## config.mk

```make
export PLATFORM = sky130hd
export DESIGN_NAME = fnd_display_arbiter
export DESIGN_NICKNAME = d
export VERILOG_FILES = /design/src/rtl/fnd_display_arbiter_pkg.sv /design/src/rtl/fnd_tick_gen.sv /design/src/rtl/fnd_display_arbiter.sv
export SDC_FILE = /design/constraint.sdc
export NUM_CORES = 1
export LEC_CHECK = 0
export CORE_UTILIZATION = 40
export CTS_BUF_LIST = sky130_fd_sc_hd__clkbuf_4
export DETAILED_ROUTE_END_ITERATION = 6
export PLACE_DENSITY = 0.73
export REMOVE_ABC_BUFFERS = 1
export SLEW_MARGIN = 40
export SYNTH_ARGS = -nofsm -noshare
export SYNTH_HDL_FRONTEND = slang
export SYNTH_HIERARCHICAL = 1
export SYNTH_SLANG_ARGS = --single-unit
```

## constraint.sdc

```tcl
create_clock -name clk -period 3.2 [get_ports clk]
set_clock_uncertainty 0.2 [all_clocks]
set_input_delay 0.64 -clock clk [delete_from_list [all_inputs] [get_ports clk]]
set_output_delay 0.64 -clock clk [all_outputs]
set_load 0.005 [all_outputs]
```

## src/rtl/fnd_display_arbiter_pkg.sv

```systemverilog
`default_nettype none
// ============================================================================
// Module      : fnd_display_arbiter_pkg
// Description : Shared definitions for the FND display arbiter and the blocks
//               around it: the arbiter state encoding, the default hold-tick
//               divider and the value width used by the FND controller.
// Revision    : 1.0 - initial release
// ============================================================================
package fnd_display_arbiter_pkg;

    // Width of one displayed value; identical to the FND controller input.
    localparam int FND_VAL_W = 9;

    // clk cycles per 1 kHz hold tick at 100 MHz.
    localparam int FND_TICK_DIV = 100_000;

    // Arbiter state encoding.
    typedef enum logic [1:0] {
        ST_IDLE = 2'd0,
        ST_HOLD = 2'd1,
        ST_OPEN = 2'd2
    } arb_state_t;

endpackage : fnd_display_arbiter_pkg
`default_nettype wire

```

## src/rtl/fnd_tick_gen.sv

```systemverilog
`default_nettype none
// ============================================================================
// Module      : fnd_tick_gen
// Description : Free-running divider that emits a one-cycle pulse every
//               TICK_DIV clk cycles after reset release. Shared with the FND
//               digit scanner.
// Ports       : clk     - system clock
//               reset_n - asynchronous reset, active low
//               o_tick  - one-cycle pulse every TICK_DIV clks
// Revision    : 1.0 - initial release
// ============================================================================
module fnd_tick_gen
    import fnd_display_arbiter_pkg::*;
#(
    parameter int TICK_DIV = FND_TICK_DIV
) (
    input  logic clk,
    input  logic reset_n,
    output logic o_tick
);

    localparam int             c_CW   = $clog2(TICK_DIV);
    localparam logic [c_CW-1:0] c_LAST = c_CW'(TICK_DIV - 1);

    logic [c_CW-1:0] r_cnt;

    always_ff @(posedge clk or negedge reset_n) begin
        if (!reset_n) begin
            r_cnt <= '0;
        end else if (r_cnt == c_LAST) begin
            r_cnt <= '0;
        end else begin
            r_cnt <= r_cnt + c_CW'(1);
        end
    end

    // The pulse is consumed on the TICK_DIV-th edge after reset release.
    assign o_tick = (r_cnt == c_LAST);

endmodule : fnd_tick_gen
`default_nettype wire

```

## src/rtl/fnd_display_arbiter.sv

```systemverilog
`default_nettype none
// ============================================================================
// Module      : fnd_display_arbiter
// Description : Time-shares the 4-digit FND display between N_REQ requesters.
//               Round-robin grant with a minimum on-screen hold time counted
//               in hold ticks; after the hold expires the owner keeps the
//               display until it drops or another requester asks.
// Ports       : clk      - system clock
//               reset_n  - asynchronous reset, active low
//               req      - per-requester level request
//               value    - packed values, requester i at [i*VAL_W +: VAL_W]
//               grant    - registered one-hot owner, zero when idle
//               o_owner  - index of current owner, 0 when idle
//               o_valid  - high while a grant is active
//               o_value  - live value of the owner, 0 when idle
// Revision    : 1.0 - initial release
// ============================================================================
module fnd_display_arbiter
    import fnd_display_arbiter_pkg::*;
#(
    parameter int N_REQ      = 3,
    parameter int VAL_W      = FND_VAL_W,
    parameter int TICK_DIV   = FND_TICK_DIV,
    parameter int HOLD_TICKS = 2000
) (
    input  logic                   clk,
    input  logic                   reset_n,
    input  logic [N_REQ-1:0]       req,
    input  logic [N_REQ*VAL_W-1:0] value,
    output logic [N_REQ-1:0]       grant,
    output logic [1:0]             o_owner,
    output logic                   o_valid,
    output logic [VAL_W-1:0]       o_value
);

    localparam int               c_TW        = $clog2(HOLD_TICKS + 1);
    localparam logic [c_TW-1:0]  c_HOLD      = c_TW'(HOLD_TICKS);
    localparam logic [c_TW-1:0]  c_TIMER_ONE = c_TW'(1);
    localparam logic [1:0]       c_LAST_INIT = 2'(N_REQ - 1);
    localparam logic [N_REQ-1:0] c_ONE       = N_REQ'(1);

    arb_state_t       r_state;
    arb_state_t       w_next_state;
    logic [N_REQ-1:0] r_grant;
    logic [1:0]       r_owner;
    logic [1:0]       r_last;
    logic [c_TW-1:0]  r_timer;

    logic             w_tick;
    logic             w_owner_req;
    logic [2:0]       w_rr_all;
    logic [2:0]       w_rr_other;
    logic             w_issue;
    logic [1:0]       w_pick;

    fnd_tick_gen #(
        .TICK_DIV (TICK_DIV)
    ) u_tick_gen (
        .clk     (clk),
        .reset_n (reset_n),
        .o_tick  (w_tick)
    );

    // Returns {found, index}: first set bit of cand searching upward from
    // last+1 with wrap. Iterating farthest-first lets the nearest hit win.
    function automatic logic [2:0] rr_pick(input logic [N_REQ-1:0] cand,
                                           input logic [1:0]       last);
        logic [2:0] res;
        int         idx;
        res = 3'b000;
        for (int k = N_REQ; k >= 1; k--) begin
            idx = (int'(last) + k) % N_REQ;
            if (cand[idx]) begin
                res = {1'b1, idx[1:0]};
            end
        end
        return res;
    endfunction

    assign w_owner_req = |(req & r_grant);
    assign w_rr_all    = rr_pick(req, r_last);
    assign w_rr_other  = rr_pick(req & ~r_grant, r_owner);

    always_comb begin
        w_next_state = r_state;
        w_issue      = 1'b0;
        w_pick       = r_owner;
        case (r_state)
            ST_IDLE: begin
                if (w_rr_all[2]) begin
                    w_issue      = 1'b1;
                    w_pick       = w_rr_all[1:0];
                    w_next_state = ST_HOLD;
                end
            end
            ST_HOLD, ST_OPEN: begin
                if (!w_owner_req) begin
                    // Release has priority over a coincident hold expiry.
                    if (w_rr_all[2]) begin
                        w_issue      = 1'b1;
                        w_pick       = w_rr_all[1:0];
                        w_next_state = ST_HOLD;
                    end else begin
                        w_next_state = ST_IDLE;
                    end
                end else if (r_state == ST_HOLD) begin
                    if (w_tick && (r_timer == c_TIMER_ONE)) begin
                        w_next_state = ST_OPEN;
                    end
                end else if (w_rr_other[2]) begin
                    w_issue      = 1'b1;
                    w_pick       = w_rr_other[1:0];
                    w_next_state = ST_HOLD;
                end
            end
            default: begin
                w_next_state = ST_IDLE;
            end
        endcase
    end

    always_ff @(posedge clk or negedge reset_n) begin
        if (!reset_n) begin
            r_state <= ST_IDLE;
            r_grant <= '0;
            r_owner <= 2'd0;
            r_last  <= c_LAST_INIT;
            r_timer <= '0;
        end else begin
            r_state <= w_next_state;
            if (w_issue) begin
                r_grant <= c_ONE << w_pick;
                r_owner <= w_pick;
                r_last  <= w_pick;
                r_timer <= c_HOLD;
            end else if (w_next_state == ST_IDLE) begin
                r_grant <= '0;
                r_owner <= 2'd0;
                r_timer <= '0;
            end else if ((r_state == ST_HOLD) && w_tick && (r_timer != '0)) begin
                r_timer <= r_timer - c_TIMER_ONE;
            end
        end
    end

    assign grant   = r_grant;
    assign o_owner = r_owner;
    assign o_valid = (r_state != ST_IDLE);
    assign o_value = o_valid ? value[r_owner*VAL_W +: VAL_W] : '0;

endmodule : fnd_display_arbiter
`default_nettype wire

```

==> metrics.cfg, run 1 <==
[worst_setup_path]
cp_slowest_stage_delay_ns=0.51
arrival_ns=3.20
slowest_stage=or4_1
path_max_fanout=5
cpLargestDelayFamily=simple AND/OR/NAND/NOR gates
required_ns=3.22
path_cells=or4_1 -> or4_4 -> nor4_4 -> nand2_1 -> nor4_1 -> buf_4 -> nand3_4 -> and3_4 -> a22oi_4 -> a211oi_4 -> buf_6 -> a22o_1
path_buf_inv=2
start_kind=flop
critPathKind=reg -> reg
end_kind=flop

[placement]
hpwl_microns=4980
portBuffers=46
routabilityCongestion=0.896

[power_and_ir_drop]
vdd_drop_max_mv=0.292
netSwitchingPower_w=0.000912
p_per_area_nw_per_um2=639
pwr-share-comb_pct=61.5
clock_power_share_pct=11.2
p_int_w=0.00135
cellLeakagePower_nw=1.48
switching_share_pct=40.3
power.share.sequential_pct=27.3
p_total_w=0.00226

[synth]
async_flop_share_pct=100
ys_warn_count=6
ys_types=65
synthFlopType=dfrtp_1
avgSynthCellArea_sq_um=8.97
synthCells=307
synth-seq-area-share_pct=33.7
syn_area_sq_um=2750
synth_seq_cells=37
synth_edf_count=0

[timing]
drv_slew=0
worstMarginPinSlew_ns=0.677
fmax_ghz=0.315
setup_violations=0
hold_viol_final=0
timing.final.crit_share_pct=99.1
rsz0062_at_grt=true
fin_crit_ns=3.17
maxSlewHeadroom_pct=54.8

[finish]
nets=420
syn2layout_area_growth_pct=28.6
drive_above_1_share_pct=15.9
antenna_cells=0
final_core_utilization_pct=54.5
multiInputGateArea_sq_um=1720
fill_cells=604
regArea_sq_um=927

[detailed_routing]
drtIter0Drc=147
vias=2508
ant_nets=0
firstDrtPassIters=6
wl_microns=6420
post-route-drc-count=2
viasPerCell=5.52
wire_per_inst_microns=14.1

[clocking]
hold_buffers=0
clock_latency_ns=0.34
htree_levels=2
numCtsBuffers=5
path_clk_slew_ns=0.13
cts_num_sinks=37
cts-root-buf=clkbuf_4
cts_tree=built
clockBufferDepth=2

[global_routing]
grt_usage_pct=19.0
grt_pass1_vias=2542
grt_pass1_wl_microns=11400
grt-ovfl-total=0
grt_start_max_net_pins=38
grt_antenna_before_repair=0

[status]
violations=DRC
outcome=finished with violations

[die]
rows=29
core_area_sq_um=6490
pin_count=47
start_util_pct=42.4
die_y_microns=85.0
die_width_microns=85.0
die_area_sq_um=7220

[worst_hold_path]
hold_path.class=in -> async

[flow_run]
maxCapViolations=0

power by group through the flow:
stage / sequential [W] / clock, W / combinational, W
floorplan: 0.000630 / 0 / 0.000823
global route: 0.000631 / 0.000279 / 0.00152
CTS: 0.000620 / 0.000266 / 0.00139
finish: 0.000619 / 0.000253 / 0.00139
detailed placement: 0.000627 / 0 / 0.00137
global placement: 0.000626 / 0 / 0.00135
through the flow:
step	std cells	hold slack, ns	TNS [ns]	instance area, sq um	setup slack, ns
after detailed placement	445	0.289	-0.0700	3440	-0.0381
final	454	0.0368	0	3540	0.0285
after floorplan	295	0.144	-2.46	2690	-0.230
after global routing	454	0.0656	-0.953	3540	-0.111
after global placement	445	0.278	-0.0258	3440	-0.0130
after CTS	454	0.196	0	3530	0.0175
state kept, by name, summed over array words and instances (netlist names):
signal	cells
grant	3
r_state	2
o_owner	2
u_tick_gen/r_cnt	17
r_last	2
r_timer	11
cell usage in the layout (no fill, tap or decap), types with 5 or more instances in the layout:
| cell | count |
|---|---|
| clkdlybuf4s50_1 | 45 |
| clkbuf_4 | 5 |
| nand2b_1 | 7 |
| nand3_1 | 8 |
| dfrtp_1 | 36 |
| buf_4 | 27 |
| inv_1 | 16 |
| nor3_1 | 8 |
| xor2_1 | 7 |
| xnor2_1 | 15 |
| nor2b_1 | 5 |
| mux2i_1 | 10 |
| nor2_1 | 41 |
| ha_1 | 12 |
| a21oi_1 | 20 |
| nand4_1 | 5 |
| nand2_1 | 26 |
kinds of logic after synthesis:
group	after synthesis	synth area share (%)
xor gates and xnor gates	22	7.00
AOI/OAI and AO/OA	73	22.0
muxes	10	3.63
and+or+nand+nor	124	23.4
adders and majority gates	13	5.82
DFF	37	33.7
buffers and inverters	28	4.50
cells in the mapped netlist, types with 4 or more instances:
cell | number | area, sq um
a211oi_2 | 4 | 50.1
a21o_1 | 4 | 30.0
a21oi_1 | 20 | 100
a22o_1 | 4 | 35.0
and2_1 | 4 | 25.0
clkbuf_1 | 7 | 26.3
dfrtp_1 | 36 | 901
ha_1 | 12 | 150
inv_1 | 16 | 60.1
mux2i_1 | 10 | 100
nand2_1 | 26 | 97.6
nand2b_1 | 7 | 43.8
nand3_1 | 9 | 45.0
nand4_1 | 5 | 31.3
nor2_1 | 41 | 154
nor2b_1 | 6 | 37.5
nor3_1 | 8 | 40.0
o211ai_1 | 4 | 30.0
o21ai_0 | 4 | 20.0
xnor2_1 | 15 | 131
xor2_1 | 7 | 61.3
cell type report:
class	count	area share [%]
sequential	37	26.2
clock inverter	3	0.636
multi-input combinational	242	48.6
tap	77	2.72
timing repair buffer	74	19.1
inverter	16	1.70
clock buffer	5	1.06
per-layer routing:
metal	vias up	track usage (%)	wire (microns)
met5	-	0	0
met2	40	34.9	3490
met4	0	3.08	12
li1	1249	-	-
met1	1217	23.9	2730
met3	2	2.82	193
worst paths after layout:
path,startpoint,to,slack (ns),cells past startpoint
worst max-delay path,u_tick_gen/r_cnt[11],grant[1],0.03,12
max in group asynchronous,reset_n,r_last[1],2.39,1
worst max register to register,u_tick_gen/r_cnt[11],grant[1],0.03,12
worst min register to register,u_tick_gen/r_cnt[0],u_tick_gen/r_cnt[0],0.30,1
min in group clk,u_tick_gen/r_cnt[0],u_tick_gen/r_cnt[0],0.30,1
worst min-delay path,reset_n,u_tick_gen/r_cnt[15],0.04,1
timing repair:
action | in CTS | in global routing
setup endpoints to repair | 7 | 16
gates cloned | 0 | 0
resized for setup | 3 | 3
buffers inserted | 1 | 0
pin swaps | 0 | 0
(Power assumes the default switching activity.)
==> run 2: changes to the inputs <==
- PLACE_DENSITY: 0.73 -> 0.74
- TNS_END_PERCENT: not set -> 100
==> run 2 against run 1 <==
Compared with the run above:
- the run ends with DRC, setup timing left
- via count decreased by 0.60%
- cell count increased by 0.66%
- flip-flop and latch count unchanged
- critical endpoint is now grant[2]
- count of clock-buffer cells in the layout unchanged
==> metrics.cfg, run 2 (synthesized netlist as in run 1, its figures left out) <==
[worst_setup_path]
path_cells=or4_1 -> or4_4 -> nor4_4 -> nand2_1 -> nor4_1 -> buf_4 -> nand3_4 -> and3_4 -> a22oi_4 -> a211oi_4 -> buf_6 -> a22o_1
slowest_stage=or4_1
path_max_fanout=5  ; unchanged
arrival_ns=3.26  ; +0.06 ns
cp_slowest_stage_delay_ns=0.51  ; about the same
required_ns=3.25  ; +0.03 ns
end_kind=flop
path_buf_inv=2  ; unchanged
r2r_start=u_tick_gen/r_cnt[11]
critPathKind=reg -> reg
start_kind=flop
cpLargestDelayFamily=simple AND/OR/NAND/NOR gates
critical_path.startpoint=u_tick_gen/r_cnt[11]

[finish]
nets=423  ; +0.71%
mostFrequentLayoutCell=clkdlybuf4s50_1
final_core_utilization_pct=54.8  ; +0.27 points
largest_reg_flops=17  ; unchanged
syn2layout_area_growth_pct=29.3
regMostFlops=u_tick_gen/r_cnt
antenna_cells=0  ; unchanged
drive_above_1_share_pct=16.1  ; +0.14 points
fill_cells=582  ; -3.6%
layout_common_cells=46 x clkdlybuf4s50_1, 41 x nor2_1, 36 x dfrtp_1
fin_area_sq_um=3560  ; +0.49%

[timing]
setup_violations=2  ; +2
maxSlewHeadroom_pct=53.0  ; -1.8 points
fin_crit_ns=3.22  ; +0.0438 ns
worstMarginPinSlew_ns=0.705  ; +0.0272 ns
drv_slew=0  ; unchanged
tns_ns=-0.0301  ; -0.0301 ns
fmax_ghz=0.311  ; -1.4%
hold_viol_final=0  ; unchanged
timing.hold.ws_ns=0.293  ; +0.256 ns
timing.final.crit_share_pct=100  ; +1.4 points
rsz0062_at_grt=true
setup_slack_ns=-0.0153  ; -0.0438 ns

[detailed_routing]
wire_per_inst_microns=13.9  ; -1.4%
drtIter0Drc=103  ; -30%
post-route-drc-count=2  ; unchanged
ant_nets=0  ; unchanged
viasPerCell=5.46  ; -1.3%
firstDrtPassIters=7  ; +1
vias=2493  ; -0.60%
wl_microns=6380  ; -0.76%

[global_routing]
grt_antenna_before_repair=0  ; unchanged
grt_pass1_vias=2452  ; -3.5%
grt_usage_pct=18.5  ; -0.47 points
grt-ovfl-total=0  ; unchanged
grt_pass1_wl_microns=10900  ; -4.1%
grt_start_max_net_pins=38  ; unchanged

[worst_hold_path]
hold_start=u_tick_gen/r_cnt[0]
hold_path.class=reg -> reg

[placement]
dpl_cell_area_sq_um=3450  ; +0.15%
dp_slack_ns=-0.0480  ; -0.00990 ns
hpwl_microns=4940  ; -0.88%
portBuffers=46  ; unchanged
routabilityCongestion=0.868  ; -3.1%

[power_and_ir_drop]
netSwitchingPower_w=0.000913  ; +0.10%
p_int_w=0.00136  ; +0.86%
cellLeakagePower_nw=1.49  ; +0.47%
vdd_drop_max_mv=0.271  ; -7.4%
p_per_area_nw_per_um2=639  ; about the same
switching_share_pct=40.1  ; -0.18 points
pwr-share-comb_pct=62.5  ; +1.0 points
clock_power_share_pct=10.5  ; -0.7 points
power.share.sequential_pct=27.0  ; -0.3 points

[status]
violations=DRC, setup timing
outcome=finished with violations

[die]
start_util_pct=42.4  ; unchanged
die_y_microns=85.0  ; unchanged
core_area_sq_um=6490  ; unchanged
pin_count=47  ; unchanged
die_width_microns=85.0  ; unchanged
die_area_sq_um=7220  ; unchanged
rows=29  ; unchanged

[clocking]
htree_levels=2  ; unchanged
cts_num_sinks=37  ; unchanged
clockBufferDepth=2  ; unchanged
cts-root-buf=clkbuf_4
numCtsBuffers=5  ; unchanged
clock_latency_ns=0.34  ; about the same
cts_tree=built
path_clk_slew_ns=0.11  ; -0.02 ns

[flow_run]
maxCapViolations=0  ; unchanged

run 2: changes by cell type in the layout (fill, tap and decap cells not counted), sizes merged:
cell	change
clkinv	-1
clkinvlp	+1
buf	+2
clkdlybuf4s50	+1
run 2: worst reg2reg max path, cell delays in order, from the launching register on:
cell	delay (ns)
dfrtp_1	0.39
or4_1	0.51
or4_4	0.44
nor4_4	0.16
nand2_1	0.11
nor4_1	0.19
buf_4	0.18
nand3_4	0.08
and3_4	0.20
a22oi_4	0.19
a211oi_4	0.09
buf_6	0.16
a22o_1	0.21
run 2: what timing repair did:
item,in CTS,in global routing
pin swaps,0,0
gates resized for setup,3,2
hold buffers,0,0
setup buffers,1,3
setup endpoints to repair,10,16
gates cloned,0,0
run 2: final timing paths:
| check | endpoint | slack (ns) | depth (start not counted) |
|---|---|---|---|
| worst min register to register | u_tick_gen/r_cnt[0] | 0.29 | 1 |
| max in group asynchronous | r_last[1] | 1.95 | 2 |
| worst max-delay path | grant[2] | -0.02 | 12 |
| worst min-delay path | u_tick_gen/r_cnt[0] | 0.29 | 1 |
| worst max register to register | grant[2] | -0.02 | 12 |
| min in group asynchronous | u_tick_gen/r_cnt[15] | 0.49 | 2 |
run 2: power by group through the flow:
stage	Clock (W)	Sequential, W	Combinational, W
2_1_floorplan	0	0.000630	0.000823
3_3_place_gp	0	0.000620	0.00135
3_5_place_dp	0	0.000624	0.00137
4_1_cts	0.000253	0.000615	0.00140
5_1_grt	0.000265	0.000625	0.00156
6_report	0.000240	0.000614	0.00142
run 2: through the flow:
stage                     power (W)  std cells
final                       0.00228        457
after global routing        0.00245        457
after global placement      0.00197        445
after floorplan             0.00145        295
after detailed placement    0.00200        445
after CTS                   0.00227        454
run 2: layer usage:
| metal | global-route usage [%] | wire [microns] |
|---|---|---|
| met4 | 5.39 | 49 |
| met3 | 2.33 | 179 |
| met2 | 33.8 | 3400 |
| met1 | 22.8 | 2740 |
| met5 | 0 | 0 |
run 2: cell type report:
type | instances | area (sq um) | area share (%)
Inverter | 16 | 60.1 | 1.69
Sequential cell | 37 | 927 | 26.0
Clock buffer | 5 | 37.5 | 1.05
Multi-Input combinational cell | 242 | 1720 | 48.3
Timing Repair Buffer | 77 | 701 | 19.7
Tap cell | 77 | 96.3 | 2.71
Clock inverter | 3 | 17.5 | 0.492
